**src/rtl/video_pll_pkg.sv**
```systemverilog
// Shared constants and helpers for the video PLL core.
package video_pll_pkg;

  localparam int ODIV_MAX            = 128;
  localparam int LOCK_CYCLES_DEFAULT = 1024;

  // A counter that must hold values 0..n-1 needs at least one bit.
  function automatic int cnt_width(input int n);
    return (n <= 2) ? 1 : $clog2(n);
  endfunction

endpackage

```
**src/rtl/video_pll_div.sv**
```systemverilog
// Integer clock divider: high for ceil(N/2) input cycles, low for floor(N/2).
// N=1 passes the input clock through. Honours VIDEO_PLL_OUT_GATE_EN via its en input.
module video_pll_div
  import video_pll_pkg::*;
#(
  parameter int N = 2
) (
  input  logic clk,
  input  logic rst,
  input  logic en,
  output logic clk_o
);

  if (N < 1 || N > ODIV_MAX) begin : g_bad_n
    $fatal(1, "video_pll_div: divide ratio %0d outside 1..%0d", N, ODIV_MAX);
  end

  if (N == 1) begin : g_pass
    logic en_n;

    // Enable is retimed on the falling edge so the passthrough never chops a high phase.
    always_ff @(negedge clk or posedge rst) begin
      if (rst) en_n <= 1'b0;
      else     en_n <= en;
    end

    assign clk_o = clk & en_n;
  end else begin : g_div
    localparam int W = cnt_width(N);
    localparam logic [W-1:0] LAST = W'(N - 1);
    localparam logic [W-1:0] HIGH = W'((N + 1) / 2);

    logic [W-1:0] cnt;

    always_ff @(posedge clk or posedge rst) begin
      if (rst) begin
        cnt   <= '0;
        clk_o <= 1'b0;
      end else if (en) begin
        clk_o <= (cnt < HIGH);
        cnt   <= (cnt == LAST) ? '0 : cnt + 1'b1;
      end
    end
  end

endmodule

```
**src/rtl/video_pll_core.sv**
```systemverilog
// Digital stand-in for a video PLL: lock timer plus two integer dividers on clkin1.
// Define VIDEO_PLL_OUT_GATE_EN to hold both outputs low until lock.
module video_pll_core
  import video_pll_pkg::*;
#(
  parameter int LOCK_CYCLES = LOCK_CYCLES_DEFAULT,
  parameter int ODIV0       = 2,
  parameter int ODIV1       = 4
) (
  input  logic clkin1,
  input  logic pll_rst,
  output logic clkout0,
  output logic clkout1,
  output logic pll_lock
);

  localparam int LW = cnt_width(LOCK_CYCLES + 1);
  localparam logic [LW-1:0] LOCK_VAL = LW'(LOCK_CYCLES);

  if (LOCK_CYCLES < 1) begin : g_bad_lock
    $fatal(1, "video_pll_core: LOCK_CYCLES must be at least 1");
  end

  logic [1:0]    sync;
  logic          run;
  logic [LW-1:0] lock_cnt;
  logic          lock_d;
  logic          div_en;

  // Two-stage release synchronizer; everything downstream waits for run.
  always_ff @(posedge clkin1 or posedge pll_rst) begin
    if (pll_rst) sync <= '0;
    else         sync <= {sync[0], 1'b1};
  end

  assign run    = sync[1];
  assign lock_d = pll_lock | (run && (lock_cnt == LOCK_VAL - 1'b1));

  always_ff @(posedge clkin1 or posedge pll_rst) begin
    if (pll_rst) begin
      lock_cnt <= '0;
      pll_lock <= 1'b0;
    end else begin
      if (run && (lock_cnt != LOCK_VAL)) lock_cnt <= lock_cnt + 1'b1;
      pll_lock <= lock_d;
    end
  end

`ifdef VIDEO_PLL_OUT_GATE_EN
  assign div_en = lock_d;
`else
  assign div_en = run;
`endif

  video_pll_div #(.N(ODIV0)) u_div0 (
    .clk   (clkin1),
    .rst   (pll_rst),
    .en    (div_en),
    .clk_o (clkout0)
  );

  video_pll_div #(.N(ODIV1)) u_div1 (
    .clk   (clkin1),
    .rst   (pll_rst),
    .en    (div_en),
    .clk_o (clkout1)
  );

endmodule

```
**config.mk**
```make
export PLATFORM = sky130hd
export DESIGN_NAME = video_pll_core
export DESIGN_NICKNAME = d
export VERILOG_FILES = /design/src/rtl/video_pll_pkg.sv /design/src/rtl/video_pll_div.sv /design/src/rtl/video_pll_core.sv
export SDC_FILE = /design/constraint.sdc
export NUM_CORES = 1
export LEC_CHECK = 0
export ABC_AREA = 1
export ABC_CLOCK_PERIOD_IN_PS = 3400
export BUFFER_PORTS_ARGS = -buffer_cell sky130_fd_sc_hd__buf_2
export CORE_MARGIN = 10
export CORE_UTILIZATION = 44
export CTS_CLUSTER_SIZE = 16
export DETAILED_ROUTE_END_ITERATION = 10
export GPL_TIMING_DRIVEN = 0
export PLACE_DENSITY_LB_ADDON = 0.3
export SYNTH_ARGS = -nofsm -noshare
export SYNTH_HDL_FRONTEND = slang
export SYNTH_SLANG_ARGS = --single-unit
```
**constraint.sdc**
```tcl
create_clock -name clkin1 -period 3.4 [get_ports clkin1]
set_clock_uncertainty 0.15 [all_clocks]
set_input_delay 0.68 -clock clkin1 [delete_from_list [all_inputs] [get_ports clkin1]]
set_output_delay 0.68 -clock clkin1 [all_outputs]
set_load 0.01 [all_outputs]
```
==> summary.md <==
| Metric | Value |
|---|---|
| Hold/Removal Path Class | reg -> reg |
| TNS Setup | 0 ps |
| R2r setup slk | 1860 ps |
| Routed Antenna Nets | 0 |
| Overflow after GRT | 0 |
| RSZ-0062 raised after global routing | no |
| First drt pass iteration count | 4 |
| Arr. time, crit path | about 830 ps |
| CTS H-tree lvls | 1 |
| Max Used Layer | met4 |
| Drt initial violations | 29 |
| Vias/cell | about 4.7 |
| Final setup vio count | 0 |
| Largest net degree at the start of global routing | 19 |
| # resized after CTS | 0 |
| Worst-path clk slew | 110 ps |
| CP max FO | 2 |
| Placer Congestion | approximately 0.80 |
| Min Tclk post-route | about 1700 ps |
| GRT Resource Usage Total | under 10% |
| Maxcap violations | 0 |
| Die Ht | 66.58 um |
| Global-route wire length before repair | between 3000 and 4000 um |
| HP Start | sync[0] |
| Slew margin rel. | 55.86% |
| IO Port Bufs | 4 |
| Layout cells sized above 1 | 11.72% |
| Fin. Hold Viols | 0 |
| I/O pins | 5 |
| Most frequent cells in the layout | nand2_1, dfrtp_1, nor2_1 |
| Cells after synthesis | 120 |
| Net count after synthesis | around 130 |
| Post-synthesis compound-gate area fraction | between 2 and 3% |
| Pwr Density | approximately 560 nW/um2 |
| Routed WL per cell | ~11 um |
| Area leader, netlist | dfrtp_1 |
| Post-DP HPWL | 1273 um |
| Mapped Area | ~950 um2 |
| Final worst slack | ~1700 ps |
| Vias | roughly 730 |
| Skew-Pair Late Insertion Delay | around 290 ps |
| Crit Path Category | reg -> out |
| Delay-heaviest family, CP | flip-flops |
| CP endpoint kind | output pin |
| FF-to-FF End | lock_cnt[6] |
| Proportion of synthesized area in mux cells | 0% |
| Initial Util | roughly 47% |
| Sequential element share of the synthesized area | between 40% and 50% |
| Critical path launch point type | register |
| Status | complete, no violations |
| CP bufs+invs | 1 |
| Crit path largest cell delay | around 400 ps |
| Worst-margin pin slew | about 660 ps |
| Fin crit share | between 40% and 50% |
| Core ar. | about 2000 um2 |
| Reg-to-Reg Start | lock_cnt[0] |
| Fill cells | approximately 210 |
| Final Max Slew Viols | 0 |
| CP max stage cell | dfrtp_1 |
| Xor and xnor area share after synthesis | under 10% |
| VDD IR-drop max | approximately 0.39 mV |
| Nets@finish | approximately 130 |
| Clock buffer depth | 2 |
| CTS tree | yes |
| Vias in the first global route | about 740 |
| CP required | 2570 ps |
| Fmax | around 600 MHz |
| Final wirelength | 1699 um |
| Post-synth top area share | roughly 47% |
| Hold buffers post-CTS | 0 |
| Area Growth Syn to Fin | 9.436% |
| Diode count | 0 |
| Synth Area in Simple Gates | 34.34% |
| Initial antenna violation count | 0 |
| Die ar. | about 4400 um2 |
| Worst Hold Depth | 0 |
| Seq cells post-synth | 18 |
| Syn Area/Cell | around 8.0 um2 |
| Largest family of logic cells by synthesized area | simple AND/OR/NAND/NOR gates |
| Drt drc | 0 |
| Cell row count | 16 |
| Hold Crit Endpoint | sync[1] |
| Ys Warns | 0 |
| Die X | about 67 um |
| Layout Utilization | approximately 52% |
| Min Hold Slack | 231.3 ps |
| Post-CTS setup buffers | 0 |
| Top cells by area, synth | dfrtp_1, nand2_1, xor2_1, nor2_1, ha_1 |
| Crit-path cells | buf_2 |
| Leakage | between 0.0005 and 0.0006 uW |
| Synth Area in Adders | around 4% |
| Total CTS buffers | 3 |
| CTS root buf | clkbuf_4 |
| Most common cell after layout, fill and taps aside | nand2_1 |
| Pre-CTS WS | ~1900 ps |
| WL met1 | approximately 800 um |
| # clock sinks | 18 |
| DR WL met3 | 37 um |
| DR WL met2 | 858 um |
| Cell variety after synth | 19 |
| Worst Reg-to-Reg Cells | 8 |
-- power by group --
part           switching, uW  total [uW]  internal (uW)
logic                   80.5         140           59.8
registers               49.8         311            261
clock network           67.4         133           65.2
total                    198         584            386
-- area by class of cell --
| cell class | instances | area [um2] | share of cell area, % |
|---|---|---|---|
| Buffer | 2 | 22.52 | 2.156 |
| Timing Repair Buffer | 4 | 20.02 | 1.916 |
| Multi-Input combinational cell | 91 | 447.9 | 42.87 |
| Clock buffer | 4 | 36.28 | 3.473 |
| Inverter | 9 | 33.78 | 3.234 |
| Tap cell | 27 | 33.78 | 3.234 |
| Sequential cell | 18 | 450.4 | 43.11 |
-- flip-flops by register name, indices dropped and copies added, names as in the netlist --
| name | cells |
|---|---|
| u_div1.clk_o | 1 |
| u_div1.g_div.cnt | 2 |
| sync | 2 |
| pll_lock | 1 |
| u_div0.g_div.cnt | 1 |
| lock_cnt | 11 |
-- per-stage QoR --
stage / total power (uW) / cells / instance area (um2)
floorplan: 414.4 / 120 / 954.7
global placement: 446.0 / 151 / 1008
global route: 631.3 / 155 / 1045
finish: 583.8 / 155 / 1045
CTS: 590.6 / 155 / 1045
detailed placement: 458.1 / 151 / 1008
-- logic make-up (layout without fill, tap and decap cells) --
group / count (synthesis) / in the layout
AO/OA/AOI/OAI: 4 / 4
flip-flops: 18 / 18
adder cells (fa/ha/maj): 3 / 3
buffers and inverters: 11 / 19
other: 1 / 1
XOR/XNOR: 6 / 6
AND/OR/NAND/NOR: 77 / 77
-- how the worst max path moves through the flow --
stage	start	to	slack (ps)	cells past startpoint
2_1_floorplan	lock_cnt[0]	lock_cnt[5]	2010	8
3_3_place_gp	lock_cnt[0]	lock_cnt[9]	1910	8
3_5_place_dp	lock_cnt[0]	lock_cnt[6]	1880	8
4_1_cts	u_div0.g_div.cnt	clkout0	1720	1
5_1_grt	lock_cnt[0]	lock_cnt[8]	1680	8
6_report	u_div0.g_div.cnt	clkout0	1740	1
-- cell usage after synthesis --
| master | number |
|---|---|
| nand2_1 | 54 |
| dfrtp_1 | 18 |
| a21oi_1 | 1 |
| nand2_2 | 1 |
| nand3_2 | 1 |
| o21ai_0 | 1 |
| nor2_2 | 1 |
| buf_6 | 2 |
| inv_1 | 9 |
| o21ai_2 | 1 |
| o21bai_1 | 1 |
| nor2_4 | 1 |
| nand3_1 | 3 |
| ha_1 | 3 |
| conb_1 | 1 |
| nand4_1 | 2 |
| nor2_1 | 11 |
| nand3b_1 | 3 |
| xor2_1 | 6 |
-- routing by layer --
metal | vias up | track usage [%]
met5 | - | 0
met4 | 0 | 4.188
met3 | 4 | 2.174
met2 | 5 | 15.05
met1 | 337 | 10.22
li1 | 383 | -
No activity file was read; power rests on OpenSTA's default activity.
